===== config.mk =====
export PLATFORM = sky130hd
export DESIGN_NAME = niosvprocessor_sram_bist_flat
export DESIGN_NICKNAME = d
export VERILOG_FILES = /design/src/rtl/niosvprocessor_sram_bist_pkg.sv /design/src/rtl/niosvprocessor_sram_bist_if.sv /design/src/rtl/niosvprocessor_sram_bist_patgen.sv /design/src/rtl/niosvprocessor_sram_bist.sv /design/src/flat_wrapper.sv
export SDC_FILE = /design/constraint.sdc
export NUM_CORES = 1
export LEC_CHECK = 0
export ABC_AREA = 1
export ABC_CLOCK_PERIOD_IN_PS = 11350
export CAP_MARGIN = 5
export CORE_MARGIN = 2
export CORE_UTILIZATION = 50
export DETAILED_ROUTE_END_ITERATION = 10
export GPL_TIMING_DRIVEN = 0
export HOLD_SLACK_MARGIN = 0.05
export MAX_ROUTING_LAYER = met4
export PLACE_DENSITY = 0.75
export SETUP_SLACK_MARGIN = 0.5
export SLEW_MARGIN = 20
export SYNTH_ARGS = -nofsm -noshare
export SYNTH_HDL_FRONTEND = slang
export SYNTH_SLANG_ARGS = --single-unit

===== constraint.sdc =====
create_clock -name clk -period 11.35 [get_ports clk]
set_input_delay 3.405 -clock clk [delete_from_list [all_inputs] [get_ports clk]]
set_output_delay 3.405 -clock clk [all_outputs]
set_load 0.02 [all_outputs]

===== src/rtl/niosvprocessor_sram_bist_pkg.sv =====
// Shared types and constants for the SRAM built-in self test engine.
package niosvprocessor_sram_bist_pkg;

   typedef enum logic [2:0] {
      ST_IDLE,
      ST_CHECK,
      ST_WRITE,
      ST_READ,
      ST_DRAIN,
      ST_DONE
   } state_t;

   localparam logic [1:0] MODE_ADDR    = 2'd0;
   localparam logic [1:0] MODE_LFSR    = 2'd1;
   localparam logic [1:0] MODE_CHECKER = 2'd2;
   localparam logic [1:0] MODE_CONST   = 2'd3;

   localparam logic [31:0] LFSR_TAPS = 32'h80200003;
   localparam int          ERR_CNT_W = 16;

endpackage


===== src/rtl/niosvprocessor_sram_bist_if.sv =====
// Avalon-MM port between the BIST initiator and the SRAM's second slave port.
interface niosvprocessor_sram_bist_if #(
   parameter int ADDR_W = 17,
   parameter int DATA_W = 32
);
   logic [ADDR_W-1:0]   address;
   logic [DATA_W/8-1:0] byteenable;
   logic                chipselect;
   logic                write;
   logic [DATA_W-1:0]   writedata;
   logic [DATA_W-1:0]   readdata;

   modport master (
      output address, byteenable, chipselect, write, writedata,
      input  readdata
   );

   modport slave (
      input  address, byteenable, chipselect, write, writedata,
      output readdata
   );
endinterface


===== src/rtl/niosvprocessor_sram_bist_patgen.sv =====
// Test pattern generator; reloaded from the seed before the write and read passes
// so both passes produce the identical word sequence.
module niosvprocessor_sram_bist_patgen
   import niosvprocessor_sram_bist_pkg::*;
#(
   parameter int ADDR_W = 17,
   parameter int DATA_W = 32
) (
   input  logic              clk,
   input  logic              reset,
   input  logic [1:0]        mode,
   input  logic [DATA_W-1:0] seed,
   input  logic [ADDR_W-1:0] address,
   input  logic              load,
   input  logic              advance,
   output logic [DATA_W-1:0] word
);

   localparam logic [DATA_W-1:0] TAPS     = DATA_W'(LFSR_TAPS);
   localparam logic [DATA_W-1:0] LFSR_ONE = {{(DATA_W-1){1'b0}}, 1'b1};

   logic [DATA_W-1:0] lfsr_q;

   // Galois LFSR state; an all-zero seed would lock up, so it is replaced by 1.
   always_ff @(posedge clk or posedge reset) begin
      if (reset) begin
         lfsr_q <= '0;
      end else if (load) begin
         lfsr_q <= (seed == '0) ? LFSR_ONE : seed;
      end else if (advance) begin
         lfsr_q <= (lfsr_q >> 1) ^ (lfsr_q[0] ? TAPS : '0);
      end
   end

   // Current pattern word for the access being issued.
   always_comb begin
      word = seed;
      unique case (mode)
         MODE_ADDR:    word = seed ^ DATA_W'(address);
         MODE_LFSR:    word = lfsr_q;
         MODE_CHECKER: word = address[0] ? ~seed : seed;
         MODE_CONST:   word = seed;
         default:      word = seed;
      endcase
   end

endmodule


===== src/rtl/niosvprocessor_sram_bist.sv =====
// SRAM BIST: fills [base, base+count) with a pattern, reads it back, and records mismatches.
module niosvprocessor_sram_bist
   import niosvprocessor_sram_bist_pkg::*;
#(
   parameter int ADDR_W = 17,
   parameter int DATA_W = 32,
   parameter int DEPTH  = 125000,
   parameter int RD_LAT = 1
) (
   input  logic                 clk,
   input  logic                 reset,
   input  logic                 start,
   input  logic                 abort,
   input  logic [ADDR_W-1:0]    base,
   input  logic [ADDR_W:0]      count,
   input  logic [1:0]           mode,
   input  logic [DATA_W-1:0]    seed,
   output logic                 busy,
   output logic                 done,
   output logic                 pass,
   output logic                 range_err,
   output logic [ADDR_W-1:0]    err_addr,
   output logic [DATA_W-1:0]    err_data,
   output logic [ERR_CNT_W-1:0] err_count,
   niosvprocessor_sram_bist_if.master avm
);

   localparam logic [ADDR_W+1:0]    DEPTH_V    = (ADDR_W+2)'(DEPTH);
   localparam logic [ADDR_W:0]      IDX_ONE    = {{ADDR_W{1'b0}}, 1'b1};
   localparam logic [ADDR_W-1:0]    ADDR_ONE   = {{(ADDR_W-1){1'b0}}, 1'b1};
   localparam logic [ERR_CNT_W-1:0] ERR_ONE    = {{(ERR_CNT_W-1){1'b0}}, 1'b1};
   localparam logic [2:0]           DRAIN_LAST = 3'(RD_LAT - 1);

   state_t state, state_next;

   logic [ADDR_W-1:0] base_q, addr_q;
   logic [ADDR_W:0]   count_q, idx_q;
   logic [1:0]        mode_q;
   logic [DATA_W-1:0] seed_q, pat_word;
   logic [2:0]        drain_q;
   logic              cs, wr;

   logic              pipe_valid [RD_LAT];
   logic [ADDR_W-1:0] pipe_addr  [RD_LAT];
   logic [DATA_W-1:0] pipe_exp   [RD_LAT];

   logic              start_ok, abort_now, last_word, range_bad, mismatch;
   logic [ADDR_W+1:0] range_sum;

   assign busy      = (state == ST_CHECK) || (state == ST_WRITE) ||
                      (state == ST_READ)  || (state == ST_DRAIN);
   assign start_ok  = start && !abort && ((state == ST_IDLE) || (state == ST_DONE));
   assign abort_now = abort && busy;
   assign last_word = (idx_q == IDX_ONE);
   assign range_sum = {2'b00, base_q} + {1'b0, count_q};
   assign range_bad = (range_sum > DEPTH_V);
   assign mismatch  = pipe_valid[RD_LAT-1] && !abort_now &&
                      (avm.readdata != pipe_exp[RD_LAT-1]);

   niosvprocessor_sram_bist_patgen #(
      .ADDR_W (ADDR_W),
      .DATA_W (DATA_W)
   ) u_patgen (
      .clk     (clk),
      .reset   (reset),
      .mode    (mode_q),
      .seed    (seed_q),
      .address (addr_q),
      .load    ((state == ST_CHECK) || ((state == ST_WRITE) && last_word)),
      .advance (((state == ST_WRITE) && !last_word) || (state == ST_READ)),
      .word    (pat_word)
   );

   // State register.
   always_ff @(posedge clk or posedge reset) begin
      if (reset) begin
         state <= ST_IDLE;
      end else begin
         state <= state_next;
      end
   end

   // Next-state logic; abort from any busy state overrides everything.
   always_comb begin
      state_next = state;
      unique case (state)
         ST_IDLE, ST_DONE: if (start_ok) state_next = ST_CHECK;
         ST_CHECK: begin
            if (range_bad)             state_next = ST_DONE;
            else if (count_q == '0)    state_next = ST_DONE;
            else                       state_next = ST_WRITE;
         end
         ST_WRITE: if (last_word)             state_next = ST_READ;
         ST_READ:  if (last_word)             state_next = ST_DRAIN;
         ST_DRAIN: if (drain_q == DRAIN_LAST) state_next = ST_DONE;
         default:                             state_next = ST_IDLE;
      endcase
      if (abort_now) state_next = ST_IDLE;
   end

   // Bus strobes and status decoded from the state.
   always_comb begin
      cs   = 1'b0;
      wr   = 1'b0;
      done = 1'b0;
      unique case (state)
         ST_WRITE: begin
            cs = 1'b1;
            wr = 1'b1;
         end
         ST_READ: cs   = 1'b1;
         ST_DONE: done = 1'b1;
         default: ;
      endcase
   end

   assign avm.chipselect = cs;
   assign avm.write      = wr;
   assign avm.byteenable = {(DATA_W/8){cs}};
   assign avm.address    = cs ? addr_q : '0;
   assign avm.writedata  = wr ? pat_word : '0;
   assign pass           = done && (err_count == '0) && !range_err;

   // Operand capture, address walk, drain timer and mismatch bookkeeping.
   always_ff @(posedge clk or posedge reset) begin
      if (reset) begin
         base_q    <= '0;
         count_q   <= '0;
         mode_q    <= '0;
         seed_q    <= '0;
         addr_q    <= '0;
         idx_q     <= '0;
         drain_q   <= '0;
         range_err <= 1'b0;
         err_addr  <= '0;
         err_data  <= '0;
         err_count <= '0;
      end else begin
         if (start_ok) begin
            base_q    <= base;
            count_q   <= count;
            mode_q    <= mode;
            seed_q    <= seed;
            addr_q    <= base;
            range_err <= 1'b0;
            err_addr  <= '0;
            err_data  <= '0;
            err_count <= '0;
         end
         drain_q <= '0;
         unique case (state)
            ST_CHECK: begin
               idx_q <= count_q;
               if (range_bad) range_err <= 1'b1;
            end
            ST_WRITE: begin
               addr_q <= last_word ? base_q : addr_q + ADDR_ONE;
               idx_q  <= last_word ? count_q : idx_q - IDX_ONE;
            end
            ST_READ: begin
               addr_q <= addr_q + ADDR_ONE;
               idx_q  <= idx_q - IDX_ONE;
            end
            ST_DRAIN: drain_q <= drain_q + 3'd1;
            default: ;
         endcase
         if (mismatch) begin
            if (err_count != '1) err_count <= err_count + ERR_ONE;
            if (err_count == '0) begin
               err_addr <= pipe_addr[RD_LAT-1];
               err_data <= avm.readdata;
            end
         end
      end
   end

   // Read pipeline carrying address and expected word until readdata is valid.
   always_ff @(posedge clk or posedge reset) begin
      if (reset) begin
         for (int i = 0; i < RD_LAT; i++) begin
            pipe_valid[i] <= 1'b0;
            pipe_addr[i]  <= '0;
            pipe_exp[i]   <= '0;
         end
      end else if (abort_now) begin
         for (int i = 0; i < RD_LAT; i++) pipe_valid[i] <= 1'b0;
      end else begin
         pipe_valid[0] <= (state == ST_READ);
         pipe_addr[0]  <= addr_q;
         pipe_exp[0]   <= pat_word;
         for (int i = 1; i < RD_LAT; i++) begin
            pipe_valid[i] <= pipe_valid[i-1];
            pipe_addr[i]  <= pipe_addr[i-1];
            pipe_exp[i]   <= pipe_exp[i-1];
         end
      end
   end

endmodule


===== src/flat_wrapper.sv =====
// flat-port wrapper written by rule: the top's interface ports become plain ports
module niosvprocessor_sram_bist_flat import niosvprocessor_sram_bist_pkg::*;
#(
   parameter int ADDR_W = 17,
   parameter int DATA_W = 32,
   parameter int DEPTH  = 125000,
   parameter int RD_LAT = 1
)
  (clk, reset, start, abort, base, count, mode, seed, busy, done, pass, range_err, err_addr, err_data, err_count, avm_address, avm_byteenable, avm_chipselect, avm_write, avm_writedata, avm_readdata);
  niosvprocessor_sram_bist_if #(.ADDR_W(ADDR_W), .DATA_W(DATA_W)) avm_i ();
  input  logic clk;
  input  logic reset;
  input  logic start;
  input  logic abort;
  input  logic [ADDR_W-1:0] base;
  input  logic [ADDR_W:0] count;
  input  logic [1:0] mode;
  input  logic [DATA_W-1:0] seed;
  output logic busy;
  output logic done;
  output logic pass;
  output logic range_err;
  output logic [ADDR_W-1:0] err_addr;
  output logic [DATA_W-1:0] err_data;
  output logic [ERR_CNT_W-1:0] err_count;
  output wire logic [$bits(avm_i.address)-1:0] avm_address;
  output wire logic [$bits(avm_i.byteenable)-1:0] avm_byteenable;
  output wire logic [$bits(avm_i.chipselect)-1:0] avm_chipselect;
  output wire logic [$bits(avm_i.write)-1:0] avm_write;
  output wire logic [$bits(avm_i.writedata)-1:0] avm_writedata;
  input wire logic [$bits(avm_i.readdata)-1:0] avm_readdata;
  assign avm_address = avm_i.address;
  assign avm_byteenable = avm_i.byteenable;
  assign avm_chipselect = avm_i.chipselect;
  assign avm_write = avm_i.write;
  assign avm_writedata = avm_i.writedata;
  assign avm_i.readdata = avm_readdata;
  niosvprocessor_sram_bist #(.ADDR_W(ADDR_W), .DATA_W(DATA_W), .DEPTH(DEPTH), .RD_LAT(RD_LAT)) u_core (.clk(clk), .reset(reset), .start(start), .abort(abort), .base(base), .count(count), .mode(mode), .seed(seed), .busy(busy), .done(done), .pass(pass), .range_err(range_err), .err_addr(err_addr), .err_data(err_data), .err_count(err_count), .avm(avm_i));
endmodule

==> impl_metrics.json, run 1 <==
{
  "drv_slew": 0,
  "grt_pass1_wl_um": 76100,
  "crit_fanout": 10,
  "ys_types": 44,
  "syn-num-nets": 2068,
  "routed_wirelength_um": 49300,
  "placement_rows": 62,
  "overflow": 0,
  "maxCapViolations": 0,
  "nFillCells": 2442,
  "wl_met2_um": 22700,
  "grt_antenna_before_repair": 1,
  "grtUsageTotal_pct": 32.5,
  "synthAdderAreaFrac_pct": 2.19,
  "io_buffers": 228,
  "clk-insertion-delay-late_ns": 0.58,
  "yosys.area_share.simple_pct": 25.3,
  "p_per_area_nw_per_um2": 307,
  "cts-resized-gates": 0,
  "final_nets": 2329,
  "yosysWarnings": 0,
  "core_area_um2": 28800,
  "finalPower_mw": 5.69,
  "drt_iter0_markers": 1721,
  "synth_top_family_by_area": "simple AND/OR/NAND/NOR gates",
  "setup_violations": 0,
  "grt_pass1_vias": 13700,
  "cts_tree": "done",
  "antenna_left": 0,
  "drt-met1-wl_um": 21000,
  "start_util_pct": 50.9,
  "dr.pass1.iters": 6,
  "cp-end-kind": "output pin",
  "status": "finished clean",
  "die_h_um": 175,
  "final.setup.worst_slack_ns": 4.31,
  "synthArstFlopShare_pct": 100,
  "dieArea_um2": 30700,
  "avgSynthCellArea_um2": 7.56,
  "slew_headroom_pct": 48.9,
  "ir_drop_uv": 158,
  "required_ns": 7.95,
  "period_needed_ns": 7.04,
  "synth-seq-area-share_pct": 44.0,
  "leakage_nw": 8.22,
  "fmaxAchievable_mhz": 142,
  "synth_xor_area_share_pct": 3.82,
  "routed_via_density": 5.66,
  "gp_routability_congestion": 0.971,
  "worst_pin_slew_ns": 0.767,
  "ys_ff_latch": 258,
  "area_growth_pct": 26.5,
  "critPathKind": "reg2out",
  "synthFlopType": "dfrtp_1",
  "synth_cells": 1938,
  "wire_per_inst_um": 18.9,
  "wl_met3_um": 4240,
  "rsz0062_at_grt": "no",
  "post_cts_buffers": 0,
  "cts_buffers": 29,
  "hold_buffers": 0,
  "final_util_pct": 64.4,
  "muxShareOfSynthArea_pct": 0,
  "period_share_pct": 62.0,
  "start_kind": "flip-flop",
  "hold_viol": 0,
  "die_w_um": 175,
  "cts_max_level": 1,
  "drive_gt1_share_pct": 6.49,
  "ios": 229,
  "synth_area_um2": 14700,
  "dr.max_layer_used": "met4",
  "hpwl_um": 37500,
  "clk_pin_slew_ns": 0.06,
  "hold_class": "reg2reg",
  "vias": 14800,
  "grt_max_degree": 97,
  "cp.arrival_ns": 3.63,
  "clockBufferDepth": 3,
  "synth_edf_count": 0,
  "cts_root_buf": "clkbuf_16",
  "place_ws_ns": 5.07,
  "clock_sink_count": 258,
  "fin_skew_ns": 0.0397,
  "drc": 0,
  "synth_compound_area_share_pct": 16.9,
  "finalSetupTns_ns": 0
}
## per-layer routing
layer	vias to the layer above	global-route usage (%)
li1	6927	-
met1	7009	45.5
met2	722	50.1
met3	94	3.92
met4	0	8.72
met5	-	-
## cell usage after synthesis, types with 6 or more instances
library cell,n,area [um^2]
inv_2,11,41.3
o21ai_0,255,1280
a31oi_1,10,62.6
dfrtp_1,258,6460
nor4_1,18,113
buf_2,30,150
nor2_4,8,90.1
o21ai_1,6,30.0
nand4_1,25,156
a21oi_1,102,510
nor3_1,17,85.1
o221ai_1,24,210
nor2_1,165,619
clkbuf_1,48,180
buf_4,12,90.1
nor2_2,6,37.5
ha_1,24,300
xor2_1,28,245
nand2_1,530,1990
nand2_2,6,37.5
xnor2_1,36,315
nand3_1,68,340
o31ai_1,7,52.6
inv_1,170,638
o211ai_1,27,203
buf_1,6,22.5
## layout make-up
class / instances / area (um^2) / area share, %
Clock inverter: 16 / 259 / 1.40
Buffer: 97 / 454 / 2.45
Antenna cell: 1 / 2.50 / 0.0135
Tap cell: 384 / 480 / 2.59
Multi-Input combinational cell: 1399 / 7060 / 38.1
Clock buffer: 36 / 792 / 4.27
Timing Repair Buffer: 230 / 2340 / 12.6
Sequential cell: 258 / 6460 / 34.8
Inverter: 184 / 698 / 3.77
## metrics by stage
step,hold WS (ns),std cells,instance area [um^2]
after detailed placement,0.474,2552,17500
after global routing,0.505,2605,18500
final,0.478,2605,18500
after floorplan,0.432,1938,14700
after CTS,0.483,2604,18500
after global placement,0.445,2550,17400
## final timing paths
| check | from | to | slack (ns) | cells past startpoint |
|---|---|---|---|---|
| worst max-delay path | u_core.mode_q[1] | avm_writedata[31] | 4.31 | 7 |
| worst min-delay path | u_core.drain_q[0] | u_core.drain_q[0] | 0.48 | 1 |
| worst max register to register | u_core.base_q[0] | u_core.state[2] | 8.73 | 19 |
| worst min register to register | u_core.drain_q[0] | u_core.drain_q[0] | 0.48 | 1 |
| max in group asynchronous | reset | u_core.count_q[17] | 7.18 | 3 |
| min in group asynchronous | reset | u_core.err_count[8] | 3.30 | 2 |
## report_power, final
| group | internal (mW) | switching, mW |
|---|---|---|
| sequential | 1.34 | 0.419 |
| clock | 0.632 | 0.403 |
| combinational | 1.04 | 1.86 |
| total | 3.01 | 2.68 |
## logic make-up (layout without fill, tap and decap cells)
group	count (synthesis)	after routing
simple gates	864	864
compound gates	446	446
buf+inv	281	563
flops	258	258
xor+xnor	64	64
fa+ha+maj	25	25
other cells	0	1
## registers in the layout, summed over array words and instances (netlist names)
name / flops
u_core.addr_q: 17
u_core.base_q: 17
u_core.count_q: 18
u_core.drain_q: 3
u_core.err_addr: 17
u_core.err_count: 16
u_core.err_data: 32
u_core.idx_q: 18
u_core.mode_q: 2
u_core.pipe_addr: 17
u_core.pipe_exp: 32
u_core.pipe_valid: 1
u_core.range_err: 1
u_core.seed_q: 32
u_core.state: 3
u_core.u_patgen.lfsr_q: 32
## cell usage in the layout (no fill, tap or decap), types with 27 or more instances in the layout
master / count
a21oi_1: 102
buf_2: 30
clkbuf_1: 51
clkbuf_16: 29
clkdlybuf4s50_1: 228
dfrtp_1: 258
inv_1: 169
nand2_1: 530
nand3_1: 68
nor2_1: 165
o211ai_1: 27
o21ai_0: 255
xnor2_1: 36
xor2_1: 28
## critical path: stages, from the launching register on
cell             delay [ns]
dfrtp_1                0.32
clkbuf_1               0.37
clkinv_1               0.38
nand2_1                0.25
buf_1                  0.47
o221ai_1               0.36
nor2_1                 0.25
clkdlybuf4s50_1        0.64
No activity file was read; power rests on OpenSTA's default activity.
==> run 2, diff against run 1 <==
--- a/config.mk
+++ b/config.mk
@@ -6,7 +6,7 @@
 export NUM_CORES = 1
 export LEC_CHECK = 0
 export ABC_AREA = 1
-export ABC_CLOCK_PERIOD_IN_PS = 11350
+export ABC_CLOCK_PERIOD_IN_PS = 6400
 export CAP_MARGIN = 5
 export CORE_MARGIN = 2
 export CORE_UTILIZATION = 50
@@ -14,7 +14,7 @@
 export GPL_TIMING_DRIVEN = 0
 export HOLD_SLACK_MARGIN = 0.05
 export MAX_ROUTING_LAYER = met4
-export PLACE_DENSITY = 0.75
+export PLACE_DENSITY = 0.78
 export SETUP_SLACK_MARGIN = 0.5
 export SLEW_MARGIN = 20
 export SYNTH_ARGS = -nofsm -noshare
==> constraint.sdc (replaced) <==
create_clock -name clk -period 6.4 [get_ports clk]
set_input_delay 1.92 -clock clk [delete_from_list [all_inputs] [get_ports clk]]
set_output_delay 1.92 -clock clk [all_outputs]
set_load 0.02 [all_outputs]
==> impl_metrics.json, run 2 (synthesized netlist as in run 1, its figures left out) <==
{
  "dieArea_um2": 30700,
  "critPathKind": "reg2out",
  "seq_area_um2": 6460,
  "cts-resized-gates": 0,
  "p_comb_share_pct": 51.3,
  "required_ns": 4.48,
  "vias": 15000,
  "place_inst": 2558,
  "nFillCells": 2521,
  "p_int_mw": 5.29,
  "period_share_pct": 85.3,
  "clock_sink_count": 258,
  "final_common_cell": "nand2_1",
  "ios": 229,
  "placement_rows": 62,
  "hold_buffers": 0,
  "antenna_cells": 0,
  "multi_input_area_um2": 7060,
  "drt_iter0_markers": 1684,
  "place_ws_ns": 1.65,
  "drc": 0,
  "p_per_area_nw_per_um2": 540,
  "area_growth_pct": 26.9,
  "clockPowerShare_pct": 17.6,
  "maxCapViolations": 0,
  "start_kind": "flip-flop",
  "worst_pin_slew_ns": 0.718,
  "period_needed_ns": 5.46,
  "gp_routability_congestion": 0.985,
  "hold_class": "reg2reg",
  "setup_violations": 0,
  "start_util_pct": 50.9,
  "antenna_left": 0,
  "cts_buffers": 29,
  "hold_viol": 0,
  "cts_tree": "done",
  "clockBufferDepth": 3,
  "crit_fanout": 10,
  "clk_pin_slew_ns": 0.06,
  "wire_per_inst_um": 18.9,
  "clk-insertion-delay-late_ns": 0.56,
  "cp.arrival_ns": 3.54,
  "die_w_um": 175,
  "cp-end-kind": "output pin",
  "routed_wirelength_um": 49200,
  "grt_pass1_wl_um": 76500,
  "dr.pass1.iters": 6,
  "grtUsageTotal_pct": 32.4,
  "grt_antenna_before_repair": 0,
  "fmaxAchievable_mhz": 183,
  "grt_pass1_vias": 13900,
  "status": "finished clean",
  "fin_skew_ns": 0.00877,
  "routed_via_density": 5.74,
  "io_buffers": 228,
  "final_cell_mix": "nand2_1 (530), dfrtp_1 (258), o21ai_0 (255)",
  "die_h_um": 175,
  "switchingPower_mw": 4.75,
  "overflow": 0,
  "fin_cells": 2612,
  "drive_gt1_share_pct": 6.82,
  "grt_max_degree": 36,
  "ir_drop_uv": 260,
  "core_area_um2": 28800,
  "cts_max_level": 1,
  "hpwl_um": 37600,
  "final.setup.worst_slack_ns": 0.943,
  "rsz0062_at_grt": "no",
  "slew_headroom_pct": 52.1,
  "leakage_nw": 8.27,
  "final_nets": 2335,
  "p_seq_share_pct": 31.1,
  "cts_root_buf": "clkbuf_16",
  "p_sw_share_pct": 47.3,
  "post_cts_buffers": 0,
  "drv_slew": 0
}
-- run 2: cell types whose count changed in the layout (fill, tap and decap cells not counted), sizes merged --
cell,delta
buf,+6
clkbuf,+6
bufinv,-3
clkinvlp,-3
clkinv,+1
diode,-1
inv,+1
-- run 2: metrics by stage --
stage | cell area, um^2 | setup TNS (ns) | hold WS [ns] | power [mW] | util, %
final | 18600 | 0 | 0.456 | 10.0 | 64.7
after global routing | 18600 | 0 | 0.487 | 10.7 | 64.7
after CTS | 18600 | 0 | 0.459 | 9.93 | 64.7
after detailed placement | 17600 | 0 | 0.452 | 8.14 | 61.1
after global placement | 17400 | -198.69 | 0.447 | 7.97 | 60.5
after floorplan | 14700 | 0 | 0.432 | 6.24 | -
-- run 2: final cells by class --
type	count	area share [%]
plain buffers	97	2.44
clock buffers	42	4.70
clock inverters	12	0.787
inverters	184	3.73
multi-input cells	1399	37.9
flip-flops and latches	258	34.7
well taps	384	2.58
repair buffers	236	13.1
-- run 2: layer usage --
layer,track usage [%],wire length (um)
met5,-,0
met4,11.1,1850
met1,44.7,20400
met3,3.61,4600
met2,49.9,22400
-- run 2: power groups by stage --
stage	Combinational [mW]	Clock, mW	Sequential (mW)
CTS	5.07	1.77	3.09
global placement	4.89	0	3.09
finish	5.15	1.76	3.13
detailed placement	5.02	0	3.11
floorplan	3.20	0	3.04
global route	5.66	1.83	3.20
-- run 2: path summary, 6_finish.rpt --
kind / start / to / slack (ns) / cells past startpoint
worst max-delay path: u_core.mode_q[1] / avm_writedata[31] / 0.94 / 7
worst min-delay path: u_core.drain_q[0] / u_core.drain_q[0] / 0.46 / 1
worst max register to register: u_core.base_q[0] / u_core.state[0] / 3.73 / 19
worst min register to register: u_core.drain_q[0] / u_core.drain_q[0] / 0.46 / 1
max in group asynchronous: reset / u_core.seed_q[25] / 3.44 / 6
min in group asynchronous: reset / u_core.err_count[2] / 1.75 / 2
-- run 2: critical path, stage by stage, from the launching register on --
cell             delay [ns]
dfrtp_1                0.32
clkbuf_1               0.34
clkinv_1               0.35
nand2_1                0.24
buf_1                  0.48
o221ai_1               0.36
nor2_1                 0.24
clkdlybuf4s50_1        0.64
==> run 3, diff against run 2 <==
--- a/config.mk
+++ b/config.mk
@@ -16,7 +16,6 @@
 export MAX_ROUTING_LAYER = met4
 export PLACE_DENSITY = 0.78
 export SETUP_SLACK_MARGIN = 0.5
-export SLEW_MARGIN = 20
 export SYNTH_ARGS = -nofsm -noshare
 export SYNTH_HDL_FRONTEND = slang
 export SYNTH_SLANG_ARGS = --single-unit
==> impl_metrics.json, run 3 (synthesized netlist as in run 1, its figures left out) <==
{
  "placement_rows": 62,
  "min-delay-start": "u_core.drain_q[0]",
  "rsz0062_at_grt": "no",
  "start_util_pct": 50.9,
  "slowest_delay_ns": 0.64,
  "cts_tree": "done",
  "routed_via_density": 5.75,
  "leakage_nw": 8.23,
  "met2_usage_pct": 48.6,
  "p_per_area_nw_per_um2": 538,
  "setup_violations": 0,
  "period_share_pct": 84.3,
  "grt_max_degree": 44,
  "clk-insertion-delay-late_ns": 0.56,
  "period_needed_ns": 5.40,
  "drc": 0,
  "drt_iter0_markers": 1674,
  "hold_class": "reg2reg",
  "grtUsageTotal_pct": 32.5,
  "clk_pin_slew_ns": 0.06,
  "drv_slew": 0,
  "ios": 229,
  "cts_root_buf": "clkbuf_16",
  "final_nets": 2334,
  "use_met1_pct": 44.9,
  "finalHoldWorstSlack_ns": 0.454,
  "antenna_left": 0,
  "fin_skew_ns": 0.0133,
  "use_met3_pct": 4.24,
  "wire_per_inst_um": 18.7,
  "grt_pass1_vias": 14000,
  "required_ns": 4.48,
  "routed_wirelength_um": 49000,
  "finalPower_mw": 9.98,
  "ff2ff_setup_slack_ns": 3.72,
  "crit_fanout": 10,
  "cp-end-kind": "output pin",
  "cts_buffers": 30,
  "core_area_um2": 28800,
  "hold_buffers": 0,
  "hold_end": "u_core.drain_q[0]",
  "dieArea_um2": 30700,
  "clockBufferDepth": 3,
  "fin_area_um2": 18500,
  "worst_pin_slew_ns": 0.762,
  "final_cell_mix": "nand2_1 (530), dfrtp_1 (258), o21ai_0 (255)",
  "nFillCells": 2475,
  "fmaxAchievable_mhz": 185,
  "die_w_um": 175,
  "multi_input_area_um2": 7060,
  "timing.rr.end": "u_core.state[2]",
  "clock_sink_count": 258,
  "maxCapViolations": 0,
  "status": "finished clean",
  "grt_antenna_before_repair": 0,
  "drive_gt1_share_pct": 6.65,
  "seq_area_um2": 6460,
  "rr_worst_depth": 19,
  "cp_slowest_cell": "clkdlybuf4s50_1",
  "antenna_cells": 0,
  "io_buffers": 228,
  "cts_max_level": 1,
  "ir_drop_uv": 254,
  "dr.pass1.iters": 6,
  "placed_cell_area_um2": 17500,
  "grt_pass1_wl_um": 76600,
  "post_cts_buffers": 0,
  "final_common_cell": "nand2_1",
  "start_kind": "flip-flop",
  "slew_headroom_pct": 49.2,
  "hpwl_um": 37400,
  "worstReg2RegStart": "u_core.base_q[0]",
  "cp_cell_sequence": "clkbuf_1 -> clkinv_1 -> nand2_1 -> buf_1 -> o221ai_1 -> nor2_1 -> clkdlybuf4s50_1",
  "die_h_um": 175,
  "cp.arrival_ns": 3.48,
  "vias": 15000,
  "area_growth_pct": 26.5,
  "worstHoldPathCells": 1,
  "critPathKind": "reg2out",
  "gp_routability_congestion": 0.985,
  "top_usage_layer": "met2",
  "final_util_pct": 64.5,
  "hold_viol": 0,
  "overflow": 0,
  "cts-resized-gates": 0
}
## run 3: area by class of cell
type,instances,share of cell area [%]
multi-input cells,1399,38.1
flip-flops and latches,258,34.8
repair buffers,234,13.0
clock buffers,43,4.69
inverters,184,3.74
well taps,384,2.59
plain buffers,97,2.45
clock inverters,12,0.722
## run 3: worst max path at each step
stage               slack, ns  cells past startpoint        startpoint                end
finish                   1.00                      7  u_core.mode_q[1]  avm_writedata[27]
floorplan                1.08                      1             reset   u_core.addr_q[0]
global route             0.83                      7  u_core.mode_q[1]   avm_writedata[5]
CTS                      1.04                      7  u_core.mode_q[1]  avm_writedata[31]
global placement        -0.80                      2             reset  u_core.seed_q[26]
detailed placement       1.64                      7  u_core.mode_q[1]  avm_writedata[31]
## run 3: critical path: cells and delay by family (launching register included)
| kind | cells | cell delay, ns |
|---|---|---|
| AND/OR/NAND/NOR | 2 | 0.40 |
| flip-flops | 1 | 0.32 |
| AO/OA/AOI/OAI | 1 | 0.37 |
| buffers and inverters | 4 | 1.82 |
## run 3: per-layer routing
layer	vias up	part of all wire, %
met5	-	0
met4	0	4.5
met3	155	9.7
met2	834	45
met1	7095	41
li1	6933	-
## run 3: stage by stage
stage | TNS, ns | worst slack, ns | std cells
global route | 0 | 0.831 | 2611
CTS | 0 | 1.04 | 2611
detailed placement | 0 | 1.64 | 2556
finish | 0 | 1.00 | 2611
floorplan | 0 | 1.08 | 1938
global placement | -198.69 | -0.798 | 2550
## run 3: power by group
group | total, mW | internal (mW) | switching [mW]
sequential | 3.13 | 2.38 | 0.751
clock | 1.72 | 1.02 | 0.693
combinational | 5.14 | 1.84 | 3.29
